**config.mk**
```make
export PLATFORM = sky130hd
export DESIGN_NAME = constraint_check_sequencer_flat
export DESIGN_NICKNAME = d
export VERILOG_FILES = /design/src/rtl/constraint_check_sequencer_pkg.sv /design/src/rtl/constraint_check_sequencer_if.sv /design/src/rtl/constraint_check_sequencer_sat_counter.sv /design/src/rtl/constraint_check_sequencer.sv /design/src/flat_wrapper.sv
export SDC_FILE = /design/constraint.sdc
export NUM_CORES = 1
export LEC_CHECK = 0
export ABC_AREA = 1
export ABC_CLOCK_PERIOD_IN_PS = 4300
export CAP_MARGIN = 20
export CORE_AREA = 5 5 521 523
export DETAILED_ROUTE_END_ITERATION = 10
export DIE_AREA = 0 0 526 528
export GPL_ROUTABILITY_DRIVEN = 0
export PLACE_DENSITY = 0.3
export SYNTH_ARGS = -nofsm -noshare
export SYNTH_HDL_FRONTEND = slang
export SYNTH_SLANG_ARGS = --single-unit
```
**constraint.sdc**
```tcl
create_clock -name i_clk -period 4.3 [get_ports i_clk]
set_input_delay 0.86 -clock i_clk [delete_from_list [all_inputs] [get_ports i_clk]]
set_output_delay 0.86 -clock i_clk [all_outputs]
set_load 0.01 [all_outputs]
```
**src/rtl/constraint_check_sequencer_pkg.sv**
```systemverilog
// Shared types and constants for the constraint-check sequencer.
// The FSM state enum, the default checker width with its all-pass mask, and a width helper.
package constraint_seq_pkg;

    typedef enum logic [2:0] {
        IDLE  = 3'd0,
        FETCH = 3'd1,
        CHECK = 3'd2,
        EMIT  = 3'd3,
        DONE  = 3'd4,
        ERR   = 3'd5
    } state_e;

    localparam int NUM_CONS_DEF = 35;
    localparam logic [NUM_CONS_DEF-1:0] ALL_PASS_MASK = '1;

    // Counter width able to hold 0..lat (always at least one bit).
    function automatic int lat_w(input int lat);
        return (lat < 1) ? 1 : $clog2(lat + 1);
    endfunction

endpackage

```
**src/rtl/constraint_check_sequencer_if.sv**
```systemverilog
// Candidate, checker and output handshake bundle between the sequencer and its environment.
// master = the sequencer side, slave = generator/checker/downstream side.
interface constraint_check_sequencer_if #(
    parameter int SAMPLE_W = 384,
    parameter int NUM_CONS = 35
);
    logic                gen_valid;
    logic                gen_ready;
    logic [SAMPLE_W-1:0] gen_sample;
    logic [SAMPLE_W-1:0] chk_sample;
    logic [NUM_CONS-1:0] chk_result;
    logic                out_valid;
    logic                out_ready;
    logic [SAMPLE_W-1:0] out_sample;

    modport master (
        input  gen_valid, gen_sample, chk_result, out_ready,
        output gen_ready, chk_sample, out_valid, out_sample
    );

    modport slave (
        output gen_valid, gen_sample, chk_result, out_ready,
        input  gen_ready, chk_sample, out_valid, out_sample
    );
endinterface

```
**src/rtl/constraint_check_sequencer_sat_counter.sv**
```systemverilog
// Saturating up-counter with synchronous clear; clear wins over increment.
module sat_counter #(
    parameter int CNT_W = 32
) (
    input  logic             i_clk,
    input  logic             i_rst_n,
    input  logic             i_clr,
    input  logic             i_inc,
    output logic [CNT_W-1:0] o_cnt
);
    logic [CNT_W-1:0] r_cnt;

    always_ff @(posedge i_clk or negedge i_rst_n) begin
        if (!i_rst_n) begin
            r_cnt <= '0;
        end else if (i_clr) begin
            r_cnt <= '0;
        end else if (i_inc && (r_cnt != '1)) begin
            r_cnt <= r_cnt + CNT_W'(1);
        end
    end

    assign o_cnt = r_cnt;
endmodule

```
**src/rtl/constraint_check_sequencer.sv**
```systemverilog
// Pulls candidates from the generator, holds each on the checker inputs for CHECK_LAT cycles,
// forwards passing ones downstream and tracks rejects until the target count or a reject streak ends the run.
module constraint_check_sequencer
    import constraint_seq_pkg::*;
#(
    parameter int SAMPLE_W  = 384,
    parameter int NUM_CONS  = NUM_CONS_DEF,
    parameter int CHECK_LAT = 1,
    parameter int CNT_W     = 32,
    parameter int MAX_TRIES = 1024
) (
    input  logic                 i_clk,
    input  logic                 i_rst_n,
    input  logic                 i_start,
    input  logic [CNT_W-1:0]     i_target_cnt,
    output logic                 o_busy,
    output logic                 o_done,
    output logic                 o_stall_err,
    output logic [CNT_W-1:0]     o_attempt_cnt,
    output logic [CNT_W-1:0]     o_accept_cnt,
    output logic [NUM_CONS-1:0]  o_fail_or,
    constraint_check_sequencer_if.master sq
);
    localparam int                  LAT_W  = lat_w(CHECK_LAT);
    localparam logic [NUM_CONS-1:0] L_PASS = '1;

    state_e               r_state, w_next;
    logic [CNT_W-1:0]     r_target;
    logic [LAT_W-1:0]     r_lat_cnt;
    logic [SAMPLE_W-1:0]  r_sample;
    logic [NUM_CONS-1:0]  r_fail_or;

    logic                 w_clr, w_load, w_att_inc, w_acc_inc;
    logic                 w_stk_inc, w_stk_clr, w_fail_upd;
    logic                 w_lat_done, w_pass, w_streak_hit;
    logic [CNT_W-1:0]     w_attempt, w_accept, w_streak, w_acc_next;

    assign w_lat_done   = (r_lat_cnt == LAT_W'(CHECK_LAT - 1));
    assign w_pass       = (sq.chk_result == L_PASS);
    // The streak counter has not yet counted the reject being judged this cycle.
    assign w_streak_hit = (w_streak == CNT_W'(MAX_TRIES - 1));
    assign w_acc_next   = (w_accept == '1) ? w_accept : (w_accept + CNT_W'(1));

    always_ff @(posedge i_clk or negedge i_rst_n) begin
        if (!i_rst_n) r_state <= IDLE;
        else          r_state <= w_next;
    end

    always_comb begin
        w_next     = r_state;
        w_clr      = 1'b0;
        w_load     = 1'b0;
        w_att_inc  = 1'b0;
        w_acc_inc  = 1'b0;
        w_stk_inc  = 1'b0;
        w_stk_clr  = 1'b0;
        w_fail_upd = 1'b0;
        case (r_state)
            IDLE, DONE, ERR: begin
                if (i_start) begin
                    w_clr  = 1'b1;
                    w_next = (i_target_cnt == '0) ? DONE : FETCH;
                end
            end
            FETCH: begin
                if (sq.gen_valid) begin
                    w_load = 1'b1;
                    w_next = CHECK;
                end
            end
            CHECK: begin
                if (w_lat_done) begin
                    w_att_inc = 1'b1;
                    if (w_pass) begin
                        w_stk_clr = 1'b1;
                        w_next    = EMIT;
                    end else begin
                        w_fail_upd = 1'b1;
                        w_stk_inc  = 1'b1;
                        w_next     = w_streak_hit ? ERR : FETCH;
                    end
                end
            end
            EMIT: begin
                if (sq.out_ready) begin
                    w_acc_inc = 1'b1;
                    w_next    = (w_acc_next == r_target) ? DONE : FETCH;
                end
            end
            default: w_next = IDLE;
        endcase
    end

    always_ff @(posedge i_clk or negedge i_rst_n) begin
        if (!i_rst_n) begin
            r_target  <= '0;
            r_lat_cnt <= '0;
            r_sample  <= '0;
            r_fail_or <= '0;
        end else begin
            if (w_clr) begin
                r_target  <= i_target_cnt;
                r_fail_or <= '0;
            end
            if (w_fail_upd) r_fail_or <= r_fail_or | ~sq.chk_result;
            // Sample register only moves on a fetch, so checker inputs hold through CHECK and EMIT.
            if (w_load) begin
                r_sample  <= sq.gen_sample;
                r_lat_cnt <= '0;
            end else if (r_state == CHECK) begin
                r_lat_cnt <= r_lat_cnt + LAT_W'(1);
            end
        end
    end

    sat_counter #(.CNT_W(CNT_W)) u_attempt (
        .i_clk(i_clk), .i_rst_n(i_rst_n), .i_clr(w_clr),
        .i_inc(w_att_inc), .o_cnt(w_attempt)
    );

    sat_counter #(.CNT_W(CNT_W)) u_accept (
        .i_clk(i_clk), .i_rst_n(i_rst_n), .i_clr(w_clr),
        .i_inc(w_acc_inc), .o_cnt(w_accept)
    );

    sat_counter #(.CNT_W(CNT_W)) u_streak (
        .i_clk(i_clk), .i_rst_n(i_rst_n), .i_clr(w_clr | w_stk_clr),
        .i_inc(w_stk_inc), .o_cnt(w_streak)
    );

    assign o_busy        = (r_state == FETCH) || (r_state == CHECK) || (r_state == EMIT);
    assign o_done        = (r_state == DONE) || (r_state == ERR);
    assign o_stall_err   = (r_state == ERR);
    assign o_attempt_cnt = w_attempt;
    assign o_accept_cnt  = w_accept;
    assign o_fail_or     = r_fail_or;

    assign sq.gen_ready  = (r_state == FETCH);
    assign sq.out_valid  = (r_state == EMIT);
    assign sq.chk_sample = r_sample;
    assign sq.out_sample = r_sample;
endmodule

```
**src/flat_wrapper.sv**
```systemverilog
// flat-port wrapper written by rule: the top's interface ports become plain ports
module constraint_check_sequencer_flat import constraint_seq_pkg::*;
#(
    parameter int SAMPLE_W  = 384,
    parameter int NUM_CONS  = NUM_CONS_DEF,
    parameter int CHECK_LAT = 1,
    parameter int CNT_W     = 32,
    parameter int MAX_TRIES = 1024
)
  (i_clk, i_rst_n, i_start, i_target_cnt, o_busy, o_done, o_stall_err, o_attempt_cnt, o_accept_cnt, o_fail_or, sq_gen_valid, sq_gen_sample, sq_chk_result, sq_out_ready, sq_gen_ready, sq_chk_sample, sq_out_valid, sq_out_sample);
  constraint_check_sequencer_if #(.SAMPLE_W(SAMPLE_W), .NUM_CONS(NUM_CONS)) sq_i ();
  input  logic i_clk;
  input  logic i_rst_n;
  input  logic i_start;
  input  logic [CNT_W-1:0] i_target_cnt;
  output logic o_busy;
  output logic o_done;
  output logic o_stall_err;
  output logic [CNT_W-1:0] o_attempt_cnt;
  output logic [CNT_W-1:0] o_accept_cnt;
  output logic [NUM_CONS-1:0] o_fail_or;
  input wire logic [$bits(sq_i.gen_valid)-1:0] sq_gen_valid;
  input wire logic [$bits(sq_i.gen_sample)-1:0] sq_gen_sample;
  input wire logic [$bits(sq_i.chk_result)-1:0] sq_chk_result;
  input wire logic [$bits(sq_i.out_ready)-1:0] sq_out_ready;
  output wire logic [$bits(sq_i.gen_ready)-1:0] sq_gen_ready;
  output wire logic [$bits(sq_i.chk_sample)-1:0] sq_chk_sample;
  output wire logic [$bits(sq_i.out_valid)-1:0] sq_out_valid;
  output wire logic [$bits(sq_i.out_sample)-1:0] sq_out_sample;
  assign sq_i.gen_valid = sq_gen_valid;
  assign sq_i.gen_sample = sq_gen_sample;
  assign sq_i.chk_result = sq_chk_result;
  assign sq_i.out_ready = sq_out_ready;
  assign sq_gen_ready = sq_i.gen_ready;
  assign sq_chk_sample = sq_i.chk_sample;
  assign sq_out_valid = sq_i.out_valid;
  assign sq_out_sample = sq_i.out_sample;
  constraint_check_sequencer #(.SAMPLE_W(SAMPLE_W), .NUM_CONS(NUM_CONS), .CHECK_LAT(CHECK_LAT), .CNT_W(CNT_W), .MAX_TRIES(MAX_TRIES)) u_core (.i_clk(i_clk), .i_rst_n(i_rst_n), .i_start(i_start), .i_target_cnt(i_target_cnt), .o_busy(o_busy), .o_done(o_done), .o_stall_err(o_stall_err), .o_attempt_cnt(o_attempt_cnt), .o_accept_cnt(o_accept_cnt), .o_fail_or(o_fail_or), .sq(sq_i));
endmodule
```
==> metrics.md <==
| Metric | Value |
|---|---|
| Maxcap violations | 0 |
| Final Max Slew Viols | 0 |
| RSZ-0062 raised after global routing | no |
| Chip Width | 526 um |
| Post-Syn Area | between 0.02 and 0.03 mm2 |
| Leak pwr | between 15 and 20 nW |
| Number of hold violations in the final report | 0 |
| Total Negative Setup Slacks | 0 ns |
| Post-route minimum period | 3.184 ns |
| Average vias per placed instance | 3.173 |
| PwrDens | 790.8 mW/mm2 |
| Vias in the first global route | 24.27k |
| GRT overflow | 0 |
| Synth Instances | 2,657 |
| I/O Buffers | 1,327 |
| Gr usage total | 0.1340 |
| # H-tree levels | 3 |
| Post-DP HPWL | roughly 160,000 um |
| Placed insts | 7,123 |
| Initial antenna violation count | 61 |
| Crit Path Class | reg2reg |
| Die height | around 530 um |
| CP Max Fanout | 34 |
| Mean Syn Cell Area | 10.22 um2 |
| Longest Clk Path Bufs | 3 |
| Largest net degree at the start of global routing | 113 |
| Clock-pin slew on the worst setup and hold paths | 0.06 ns |
| Clock Sinks | between 500 and 600 |
| Rel. slew slack | 0.3916 |
| M1 wire length | around 75,000 um |
| Total core area | ~0.27 mm2 |
| Post-synth top area cell | dfrtp_1 |
| Drt first pass iters | 5 |
| CTS tree | yes |
| Starting Density | 0.1019 |
| IO Pins | roughly 1.3k |
| Hold_buf cts | 0 |
| Met2 wire len | 91,120 um |
| Final Non-Filler Cells | around 7.3k |
| Site Rows | 190 |
| Top cell type's share of synthesized area | 0.5079 |
| Largest family of logic cells by synthesized area | multiplexers |
| Worst hold path class | in2async |
| Cts repair resizes | 0 |
| Synth Area in XOR/XNOR | 0.009356 |
| Distinct cell type count after synthesis | 43 |
| Clk_lat worst skew | between 0.7 and 0.8 ns |
| Met3 wire len | 21,130 um |
| Hold slack | 0.2324 ns |
| Post-synthesis register bit count | 551 |
| Final ANT Viol Nets | 0 |
| Die ar. | approximately 0.28 mm2 |
| Total power | 35.42 mW |
| Status | finished clean |
| Final Skew | 0.03918 ns |
| CTS buffer count | 79 |
| Syn nets | 3,116 |
| Fmax | 0.3140 GHz |
| Post-CTS Setup Repair Bufs | 0 |
| Worst Tran Pin Value | 0.9127 ns |
| Detailed-route wire length per cell | between 20 and 30 um |
| Yosys warns | 0 |
| Area growth from synthesis to layout | 65.00% |
| Final wirelength | 194,700 um |
| Drt initial violations | about 1.2k |
| Max layer used | met5 |
| Via Count | roughly 23k |
| First-pass GRT wire length | 250,100 um |
| Max VDD drop | 380.1 uV |
| Mux cell area share after synthesis | 0.1593 |
| Layout cell share with drive strength beyond 1 | 0.1617 |
| Root Driver | clkbuf_16 |
| Synth Area in Compound Gates | 0.03973 |
| Seq/Total Area, Yosys | 0.5079 |
| DRC viols | 0 |
| Synth Area in Simple Gates | 0.1350 |
| # setup viols final | 0 |
| Worst setup SP type | flip-flop |
| Post-synthesis adder-cell area fraction | 0.001383 |
| Arrival time worst endpoint | 3.82 ns |
| Crit share post-route | 0.7406 |
| CP Capture Type | flip-flop |
| CP required | 4.94 ns |
| Nets | 4,111 |
| Synth area leaders | dfrtp_1 (51%), mux2_2 (16%), buf_4 (11%) |
==> critical path, cell delays in order (launching register included) <==
cell     delay (ns)
dfrtp_1        0.46
ha_1           0.32
nand2_1        0.13
nor2_4         0.19
nand2_4        0.10
nor2_8         0.15
nand2_2        0.44
buf_4          0.38
nand3_2        0.10
nand2_1        0.05
nor2_1         0.13
nand2_1        0.06
nor2_1         0.13
nand2_1        0.06
nor2_1         0.11
nand3_1        0.12
nand2_1        0.08
nand2_1        0.04
nand2_1        0.06
==> cell families (layout without fill, tap and decap cells) <==
| kind of cell | after synthesis | count (layout) |
|---|---|---|
| compound gates | 194 | 194 |
| xor+xnor | 29 | 29 |
| fa+ha+maj | 3 | 3 |
| buf+inv | 662 | 1716 |
| flops | 551 | 551 |
| mux | 384 | 384 |
| other cells | 0 | 14 |
| simple gates | 834 | 834 |
==> layout make-up <==
class / count / area, um2
antenna: 14 / 35.03
fill: 29560 / 221700
clock buffer: 121 / 2315
tap: 3552 / 4444
clock inverter: 19 / 315.3
multi-input combinational: 1444 / 9370
timing repair buffer: 1381 / 13790
inverter: 195 / 732.0
sequential: 551 / 13790
==> worst paths after layout <==
kind / endpoint / slack, ns / startpoint / depth (start not counted)
max: u_core.r_state[2]$_DFFE_PN0P_ / 1.12 / u_core.u_accept.o_cnt[0]$_DFFE_PN0P_ / 18
min: u_core.o_fail_or[17]$_DFFE_PN0P_ / 0.23 / i_rst_n / 1
max reg2reg: u_core.r_state[2]$_DFFE_PN0P_ / 1.12 / u_core.u_accept.o_cnt[0]$_DFFE_PN0P_ / 18
min reg2reg: u_core.o_fail_or[34]$_DFFE_PN0P_ / 0.48 / u_core.o_fail_or[34]$_DFFE_PN0P_ / 2
max in group asynchronous: u_core.sq.chk_sample[274]$_DFFE_PN0P_ / 2.88 / i_rst_n / 2
min in group i_clk: u_core.o_fail_or[34]$_DFFE_PN0P_ / 0.48 / u_core.o_fail_or[34]$_DFFE_PN0P_ / 2
==> metal layers <==
metal	vias up	track usage
li1	10440	-
met1	11340	0.1503
met2	1011	0.2216
met3	242	0.06757
met4	60	0.04192
met5	-	0
==> cell usage after synthesis (all sizes together) <==
cell type  instances
a31oi              1
or4                1
o21ai            132
xor2              24
nor3              41
a221oi             1
nand4             53
clkbuf            58
ha                 3
nand3            113
o31ai             10
a21oi             28
mux2             384
inv              195
buf              409
a22oi              1
o21bai             1
o22ai             18
nor4              17
nor4b              1
and2               1
xnor2              5
o21a               1
nand2            455
dfrtp            551
a21boi             1
nor2             148
nand3b             4
==> through the flow <==
| stage | worst slack, ns | util | area, um2 |
|---|---|---|---|
| final | 1.116 | 0.1681 | 44790 |
| after global routing | 0.7762 | 0.1680 | 44770 |
| after CTS | 1.028 | 0.1680 | 44760 |
| after detailed placement | 0.7146 | 0.1581 | 42130 |
| after global placement | 0.7183 | 0.1581 | 42130 |
| after floorplan | 1.974 | - | 27150 |
==> where the power goes <==
part,internal (mW),switching [mW],leakage [nW]
Combinational,9.07,8.94,9.65
Clock,3.93,2.87,1.28
Sequential,7.42,3.20,6.77
Total,20.4,15.0,17.7
==> state kept, by name, indices dropped and copies added, names as in the netlist <==
signal	cells
u_core.o_fail_or	35
u_core.r_lat_cnt	1
u_core.r_state	3
u_core.r_target	32
u_core.sq.chk_sample	384
u_core.u_accept.o_cnt	32
u_core.u_attempt.o_cnt	32
u_core.u_streak.o_cnt	32
==> cell usage in the layout, fill, tap and decap left out, types with 24 or more instances in the layout <==
cell type and n:
mux2_2 384, nand4_1 52, nor3_1 39, nor2_1 137, clkbuf_16 79, nand2_1 448, clkdlybuf4s50_1 1326, buf_4 46
dfrtp_1 551, clkbuf_1 24, xor2_1 24, inv_1 189, o21ai_0 115, a21oi_1 28, nand3_1 107
Note: power is estimated with default switching activity, not from simulation.
